[src/rtl/riscv_pkg.sv]
// riscv_pkg -- definitions shared by the memory stage and its load
// extension unit.
//   - funct3 encodings for loads and stores
//   - mem_state_t: state encoding of the data-memory handshake FSM
//   - is_misaligned(): natural-alignment test used by the optional
//     misalignment trap (MEM_MISALIGN_TRAP_EN)
package riscv_pkg;

  localparam logic [2:0] F3_LB  = 3'b000;
  localparam logic [2:0] F3_LH  = 3'b001;
  localparam logic [2:0] F3_LW  = 3'b010;
  localparam logic [2:0] F3_LBU = 3'b100;
  localparam logic [2:0] F3_LHU = 3'b101;
  localparam logic [2:0] F3_SB  = 3'b000;
  localparam logic [2:0] F3_SH  = 3'b001;
  localparam logic [2:0] F3_SW  = 3'b010;

  typedef enum logic [1:0] {
    IDLE = 2'd0,
    REQ  = 2'd1,
    WAIT = 2'd2
  } mem_state_t;

  // funct3[1:0] encodes the access size for loads and stores alike:
  // 00 byte, 01 halfword, 10 word.
  function automatic logic is_misaligned(input logic [2:0] funct3,
                                         input logic [1:0] offset);
    case (funct3[1:0])
      2'b01:   return offset[0];
      2'b10:   return |offset;
      default: return 1'b0;
    endcase
  endfunction

endpackage

[src/rtl/load_extend.sv]
// load_extend -- selects the addressed byte/halfword lane of a 32-bit
// read word and sign- or zero-extends it to 32 bits.
// Ports:
//   rdata  in  32  raw word returned by data memory
//   funct3 in   3  load type (LB/LH/LW/LBU/LHU)
//   offset in   2  byte offset within the word (address bits [1:0])
//   data   out 32  extended load result
module load_extend
  import riscv_pkg::*;
(
  input  logic [31:0] rdata,
  input  logic [2:0]  funct3,
  input  logic [1:0]  offset,
  output logic [31:0] data
);

  logic [7:0]  byte_sel;
  logic [15:0] half_sel;

  always_comb begin
    byte_sel = rdata[7:0];
    case (offset)
      2'd0: byte_sel = rdata[7:0];
      2'd1: byte_sel = rdata[15:8];
      2'd2: byte_sel = rdata[23:16];
      2'd3: byte_sel = rdata[31:24];
      default: byte_sel = rdata[7:0];
    endcase
    // offset[0] is ignored for halfwords; odd halfword offsets are either
    // trapped upstream or deliberately truncated.
    half_sel = offset[1] ? rdata[31:16] : rdata[15:0];
  end

  always_comb begin
    data = rdata;
    case (funct3)
      F3_LB:   data = {{24{byte_sel[7]}}, byte_sel};
      F3_LH:   data = {{16{half_sel[15]}}, half_sel};
      F3_LBU:  data = {24'd0, byte_sel};
      F3_LHU:  data = {16'd0, half_sel};
      default: data = rdata;
    endcase
  end

endmodule

[src/rtl/mem_stage.sv]
// mem_stage -- pipeline MEM stage: EX/MEM register, data-memory
// request/grant/rvalid handshake FSM, store lane steering, load
// extension and the MEM/WB register.
// Ports:
//   clk, reset                 clock, async active-high reset
//   *_ex                       EX-stage results/controls captured into EX/MEM
//   ALUResult_mem, rdAddr_mem,
//   RegWrite_mem               EX/MEM contents for forwarding
//   RegWriteData_wb, rdAddr_wb,
//   RegWrite_wb                MEM/WB contents
//   stall_mem                  holds PC, IF/ID and ID/EX while a memory op is outstanding
//   dmem_*                     data-memory request/response interface
//   misaligned_wb              misaligned-access flag aligned with MEM/WB
// Build option:
//   MEM_MISALIGN_TRAP_EN       misaligned LH/LHU/SH/LW/SW issue no request and
//                              retire in one cycle with misaligned_wb=1;
//                              when undefined, low address bits are ignored
//                              and misaligned_wb is tied 0.
//
// FSM states:
//   state | meaning
//   IDLE  | no request outstanding; requests immediately if an op is pending
//   REQ   | request raised but not yet granted; keep requesting
//   WAIT  | request granted; waiting for rvalid (read data / write ack)
module mem_stage
  import riscv_pkg::*;
(
  input  logic        clk,
  input  logic        reset,
  input  logic [31:0] ALUResult_ex,
  input  logic [31:0] MemWriteData_ex,
  input  logic [4:0]  rdAddr_ex,
  input  logic [2:0]  funct3_ex,
  input  logic        RegWrite_ex,
  input  logic        MemRead_ex,
  input  logic        MemWrite_ex,
  input  logic        MemtoReg_ex,
  output logic [31:0] ALUResult_mem,
  output logic [4:0]  rdAddr_mem,
  output logic        RegWrite_mem,
  output logic [31:0] RegWriteData_wb,
  output logic [4:0]  rdAddr_wb,
  output logic        RegWrite_wb,
  output logic        stall_mem,
  output logic        dmem_req,
  output logic        dmem_we,
  output logic [31:0] dmem_addr,
  output logic [31:0] dmem_wdata,
  output logic [3:0]  dmem_be,
  input  logic        dmem_gnt,
  input  logic        dmem_rvalid,
  input  logic [31:0] dmem_rdata,
  output logic        misaligned_wb
);

  logic [31:0] wdata_mem;
  logic [2:0]  funct3_mem;
  logic        memread_mem;
  logic        memwrite_mem;
  logic        memtoreg_mem;

  mem_state_t  state;
  mem_state_t  state_nxt;

  logic        mem_op;
  logic        misaligned;
  logic        pending;
  logic [1:0]  offset;
  logic [31:0] load_data;

  // EX/MEM register
  always_ff @(posedge clk or posedge reset) begin
    if (reset) begin
      ALUResult_mem <= '0;
      wdata_mem     <= '0;
      rdAddr_mem    <= '0;
      funct3_mem    <= '0;
      RegWrite_mem  <= 1'b0;
      memread_mem   <= 1'b0;
      memwrite_mem  <= 1'b0;
      memtoreg_mem  <= 1'b0;
    end else if (!stall_mem) begin
      ALUResult_mem <= ALUResult_ex;
      wdata_mem     <= MemWriteData_ex;
      rdAddr_mem    <= rdAddr_ex;
      funct3_mem    <= funct3_ex;
      RegWrite_mem  <= RegWrite_ex;
      memread_mem   <= MemRead_ex;
      memwrite_mem  <= MemWrite_ex;
      memtoreg_mem  <= MemtoReg_ex;
    end
  end

  assign offset = ALUResult_mem[1:0];
  assign mem_op = memread_mem | memwrite_mem;

`ifdef MEM_MISALIGN_TRAP_EN
  assign misaligned = mem_op & is_misaligned(funct3_mem, offset);
`else
  assign misaligned = 1'b0;
`endif

  // An op completes in the same cycle stall_mem drops, and EX/MEM reloads
  // on that edge, so no separate "done" flag is needed.
  assign pending = mem_op & ~misaligned;

  always_ff @(posedge clk or posedge reset) begin
    if (reset) state <= IDLE;
    else       state <= state_nxt;
  end

  always_comb begin
    state_nxt = state;
    dmem_req  = 1'b0;
    stall_mem = 1'b0;
    case (state)
      IDLE: begin
        if (pending) begin
          dmem_req  = 1'b1;
          stall_mem = 1'b1;
          state_nxt = dmem_gnt ? WAIT : REQ;
        end
      end
      REQ: begin
        if (pending) begin
          dmem_req  = 1'b1;
          stall_mem = 1'b1;
          if (dmem_gnt) state_nxt = WAIT;
        end else begin
          state_nxt = IDLE;
        end
      end
      WAIT: begin
        stall_mem = pending & ~dmem_rvalid;
        if (dmem_rvalid || !pending) state_nxt = IDLE;
      end
      default: state_nxt = IDLE;
    endcase
  end

  assign dmem_addr = {ALUResult_mem[31:2], 2'b00};
  assign dmem_we   = memwrite_mem;

  // Store data steering and byte enables; byte enables are only driven
  // while a memory op sits in EX/MEM so an idle stage presents 0000.
  always_comb begin
    dmem_wdata = wdata_mem;
    dmem_be    = 4'b0000;
    if (memwrite_mem) begin
      case (funct3_mem)
        F3_SB: begin
          dmem_wdata = {4{wdata_mem[7:0]}};
          dmem_be    = 4'b0001 << offset;
        end
        F3_SH: begin
          dmem_wdata = {2{wdata_mem[15:0]}};
          dmem_be    = 4'b0011 << {offset[1], 1'b0};
        end
        default: begin
          dmem_wdata = wdata_mem;
          dmem_be    = 4'b1111;
        end
      endcase
    end else if (memread_mem) begin
      dmem_be = 4'b1111;
    end
  end

  load_extend u_load_extend (
    .rdata  (dmem_rdata),
    .funct3 (funct3_mem),
    .offset (offset),
    .data   (load_data)
  );

  // MEM/WB register; a stalled cycle inserts a bubble.
  always_ff @(posedge clk or posedge reset) begin
    if (reset) begin
      RegWriteData_wb <= '0;
      rdAddr_wb       <= '0;
      RegWrite_wb     <= 1'b0;
    end else if (stall_mem) begin
      RegWriteData_wb <= '0;
      rdAddr_wb       <= '0;
      RegWrite_wb     <= 1'b0;
    end else begin
      RegWriteData_wb <= memtoreg_mem ? load_data : ALUResult_mem;
      rdAddr_wb       <= rdAddr_mem;
      RegWrite_wb     <= RegWrite_mem & ~misaligned;
    end
  end

`ifdef MEM_MISALIGN_TRAP_EN
  always_ff @(posedge clk or posedge reset) begin
    if (reset)          misaligned_wb <= 1'b0;
    else if (stall_mem) misaligned_wb <= 1'b0;
    else                misaligned_wb <= misaligned;
  end
`else
  assign misaligned_wb = 1'b0;
`endif

endmodule

[config.mk]
export PLATFORM = sky130hd
export DESIGN_NAME = mem_stage
export DESIGN_NICKNAME = d
export VERILOG_FILES = /design/src/rtl/riscv_pkg.sv /design/src/rtl/load_extend.sv /design/src/rtl/mem_stage.sv
export SDC_FILE = /design/constraint.sdc
export NUM_CORES = 1
export LEC_CHECK = 0
export ABC_AREA = 0
export BUFFER_PORTS_ARGS = -buffer_cell sky130_fd_sc_hd__buf_2
export CELL_PAD_IN_SITES_DETAIL_PLACEMENT = 0
export CELL_PAD_IN_SITES_GLOBAL_PLACEMENT = 1
export CORE_MARGIN = 4
export CORE_UTILIZATION = 30
export CTS_CLUSTER_DIAMETER = 50
export CTS_CLUSTER_SIZE = 25
export DETAILED_ROUTE_END_ITERATION = 10
export PLACE_DENSITY = 0.76
export SYNTH_ARGS = -nofsm -noshare
export SYNTH_HDL_FRONTEND = slang
export SYNTH_SLANG_ARGS = --single-unit
[constraint.sdc]
create_clock -name clk -period 3.9 [get_ports clk]
set_clock_uncertainty 0.15 [all_clocks]
set_input_delay 0.585 -clock clk [delete_from_list [all_inputs] [get_ports clk]]
set_output_delay 0.585 -clock clk [all_outputs]
set_load 0.05 [all_outputs]
==> qor.txt <==
STA
-----------------------------------------------------------------------------------------
RSZ-0062 raised after global routing                                                   no
Normalized max-slew margin                                                         35.20%
Number of hold violations in the final report                                           0
Number of pins with negative max-slew slack in the final report                         0
Maximum achievable frequency                                                   0.3201 GHz
Sum of negative setup slack                                                          0 ps
Final cycle utilization of the critical path                                       80.11%
Final critical delay including setup and external delays                          3124 ps
Least-Margin Pin Slew                                                            972.0 ps
Final setup vio count                                                                   0

CLOCK TREE
-----------------------------------------------------------------------------------------
Buffer type at the clock tree root                                           sky130_fd_sc_hd__clkbuf_16
Count of cells resized by post-cts repair                                               0
CTS buffer count                                                                       17
TritonCTS clock tree                                                                 done
Hold_buf cts                                                                            0
TritonCTS sink count                                                                  116
Post CTS Setup Buffer Count                                                             0
Clk_lat worst skew                                                                 410 ps
Max H-tree Level                                                                        4
Maximum count of clock buffers along a single path                                      2
Clk pin slew, worst setup/hold paths                                                50 ps

ROUTING
-----------------------------------------------------------------------------------------
Post-route met1 wirelength                                                        8271 um
Total via count after detailed routing                                              4,863
Mean number of vias per cell                                                        4.515
Number of nets with antenna violations after routing                                    0
Wirelength, routed                                                              18,520 um
WL met2                                                                           8835 um
Top sig layer                                                                        met5
Wirelength per Cell                                                              17.20 um
Iter 0 DRT Violations                                                                 247
Number of optimization iterations in the first detailed-route pass                      4
Routed length on met3                                                             1022 um
Total DRC errors in the routed layout                                                   0

LOGIC SYNTHESIS
-----------------------------------------------------------------------------------------
Proportion of register bits with asynchronous set or reset after synthesis         100.0%
Sequential area share after synthesis                                              51.76%
Mean post-synth cell area                                                      8.916 um^2
Post-synthesis instance area                                                    5608 um^2
Count of cell types in the netlist                                                     36
Ys Warns                                                                                0
Most used standard cell by instance count after synthesis                    sky130_fd_sc_hd__nand2_1
Share of the synthesized area in the top cell type                                 51.76%
Cell accounting for the most synthesized area                                sky130_fd_sc_hd__dfrtp_1
Synthesized instance count                                                            629
Most area-consuming cells after synthesis                                    sky130_fd_sc_hd__dfrtp_1 52%, sky130_fd_sc_hd__nand2_1 15%, sky130_fd_sc_hd__buf_4 5.5%
Dominant synthesized flop cell                                               sky130_fd_sc_hd__dfrtp_1
Count of flip-flops with a built-in enable after synthesis                              0
Register bit total from synthesis                                                     116
Synth top cells by count                                                     231 x sky130_fd_sc_hd__nand2_1, 116 x sky130_fd_sc_hd__dfrtp_1, 41 x sky130_fd_sc_hd__buf_4

WORST SETUP PATH
-----------------------------------------------------------------------------------------
Worst setup path startpoint                                                       dmem_we
FF-to-FF Start                                                               ALUResult_mem[1]
Number of cells on the critical path                                                    5
Cell family contributing the most delay on the critical path                 simple AND/OR/NAND/NOR gates
Worst reg-to-reg path cell count                                                        4
FF-to-FF End                                                                 RegWriteData_wb[17]
List of cells traversed by the critical path                                 nor3b_2, buf_4, and2_1, mux2_2, buf_2
Data arrival time of the worst path                                               2390 ps
Total buffers and inverters traversed by the critical path                              2
Delay of the slowest critical-path stage                                           460 ps
Worst-path fanout max                                                                  29
Critical path data required time                                                  3160 ps
Category of the worst setup path launch point                                    register
Timing endpoint of the critical path                                         dmem_wdata[11]
Kind of critical path                                                        register to output port
Reg2reg setup slack                                                               1400 ps
Slowest cell on crit path                                                    sky130_fd_sc_hd__dfrtp_1
Worst Setup End Kind                                                          output port

DIE
-----------------------------------------------------------------------------------------
I/O pin total                                                                         260
Horizontal extent of the die                                                     144.7 um
Floorplan die area                                                            20,940 um^2
Initial standard-cell utilization of the core                                      30.90%
Die Y                                                                            144.7 um
Rows                                                                                   49
Placeable core region                                                         18,150 um^2

PLACED DESIGN
-----------------------------------------------------------------------------------------
Final HPWL from detailed placement                                              13,370 um
Port Buf Inserts                                                                      256
Global placement routability congestion                                            0.8650

FINAL LAYOUT
-----------------------------------------------------------------------------------------
Proportion of layout cells with a drive suffix above 1                             38.34%
Area growth from synthesis to layout                                               30.92%
Final Util                                                                         40.46%
Net count reported at finish                                                          946

HOLD PATH
-----------------------------------------------------------------------------------------
Count of cells along the worst hold path                                                2
Hold crit path type                                                          input port to register

GLOBAL ROUTE
-----------------------------------------------------------------------------------------
Maximum number of pins on one net before global-route repair                           89
Overall overflow remaining after global route                                           0
Total track usage                                                                  17.21%
Vias in the first global route                                                      4,690
Wire length of the first global-routing pass                                    27,210 um
Number of antenna violations at the first check in global routing                       3

OUTCOME
-----------------------------------------------------------------------------------------
Status                                                                       complete, no violations

FLOW RUN
-----------------------------------------------------------------------------------------
Max Cap Violations                                                                      0

[worst min-delay path by stage]
| stage | from | endpoint | slack [ps] |
|---|---|---|---|
| final | dmem_gnt | state[0] | 200 |
| after global routing | dmem_gnt | state[0] | 190 |
| after detailed placement | wdata_mem[30] | wdata_mem[30] | 310 |
| after CTS | dmem_gnt | state[0] | 180 |
| after floorplan | wdata_mem[16] | wdata_mem[16] | 280 |
| after global placement | wdata_mem[16] | wdata_mem[16] | 300 |
[kinds of logic after synthesis]
family | synth area share [%]
compound gates | 10.08
other cells | 0.06687
mux | 7.006
flops | 51.76
simple gates | 22.18
buf+inv | 8.902
[metal layers]
layer | vias up | track usage [%]
li1 | 2415 | -
met2 | 137 | 26.94
met1 | 2286 | 23.27
met4 | 2 | 6.235
met3 | 23 | 4.239
met5 | - | 0
[registers in the layout, summed over array words and instances (netlist names)]
register and flops:
RegWrite_wb 1, ALUResult_mem 32, RegWriteData_wb 32, memread_mem 1
dmem_we 1, rdAddr_wb 5, memtoreg_mem 1, wdata_mem 32
RegWrite_mem 1, rdAddr_mem 5, state 2, funct3_mem 3
[per-stage QoR]
stage	instance area [um^2]	hold WS [ps]	std cells	setup WS, ps
after global placement	6789	296.3	1044	1291
after floorplan	5615	284.8	631	92.59
after detailed placement	6789	306.5	1044	1208
after global routing	7340	188.7	1076	624.0
after CTS	7335	181.6	1074	753.0
final	7342	200.8	1077	775.9
[cells in the final DEF, fill, tap and decap left out, types with 8 or more instances in the layout]
| cell type | Yosys | layout |
|---|---|---|
| sky130_fd_sc_hd__buf_2 | 9 | 256 |
| sky130_fd_sc_hd__a21oi_1 | 33 | 33 |
| sky130_fd_sc_hd__o21ai_2 | 11 | 10 |
| sky130_fd_sc_hd__o21ai_0 | 13 | 13 |
| sky130_fd_sc_hd__clkbuf_16 | 0 | 17 |
| sky130_fd_sc_hd__mux2i_1 | 19 | 19 |
| sky130_fd_sc_hd__nor2b_1 | 17 | 17 |
| sky130_fd_sc_hd__nand2_1 | 231 | 231 |
| sky130_fd_sc_hd__dfrtp_1 | 116 | 115 |
| sky130_fd_sc_hd__nor2_1 | 28 | 28 |
| sky130_fd_sc_hd__and2_1 | 8 | 8 |
| sky130_fd_sc_hd__mux2_2 | 16 | 16 |
[worst register-to-register path, cell delays in order (launching register included)]
cell                      delay, ps
sky130_fd_sc_hd__dfrtp_1        860
sky130_fd_sc_hd__mux2i_1        190
sky130_fd_sc_hd__or4_1          450
sky130_fd_sc_hd__a211o_1        560
sky130_fd_sc_hd__o21ai_0        200
[final cells by class]
| type | instances | area, um^2 |
|---|---|---|
| fill | 1860 | 10810 |
| inverter | 6 | 26.28 |
| antenna | 3 | 7.507 |
| clock inverter | 5 | 50.05 |
| clock buffer | 25 | 495.5 |
| multi-input combinational | 430 | 2226 |
| timing repair buffer | 263 | 1346 |
| sequential | 116 | 2904 |
| tap | 229 | 286.5 |
Power is left out: the tool's default activity adds up to more than one toggle a clock period on the data nets, which glitch-free logic cannot reach.
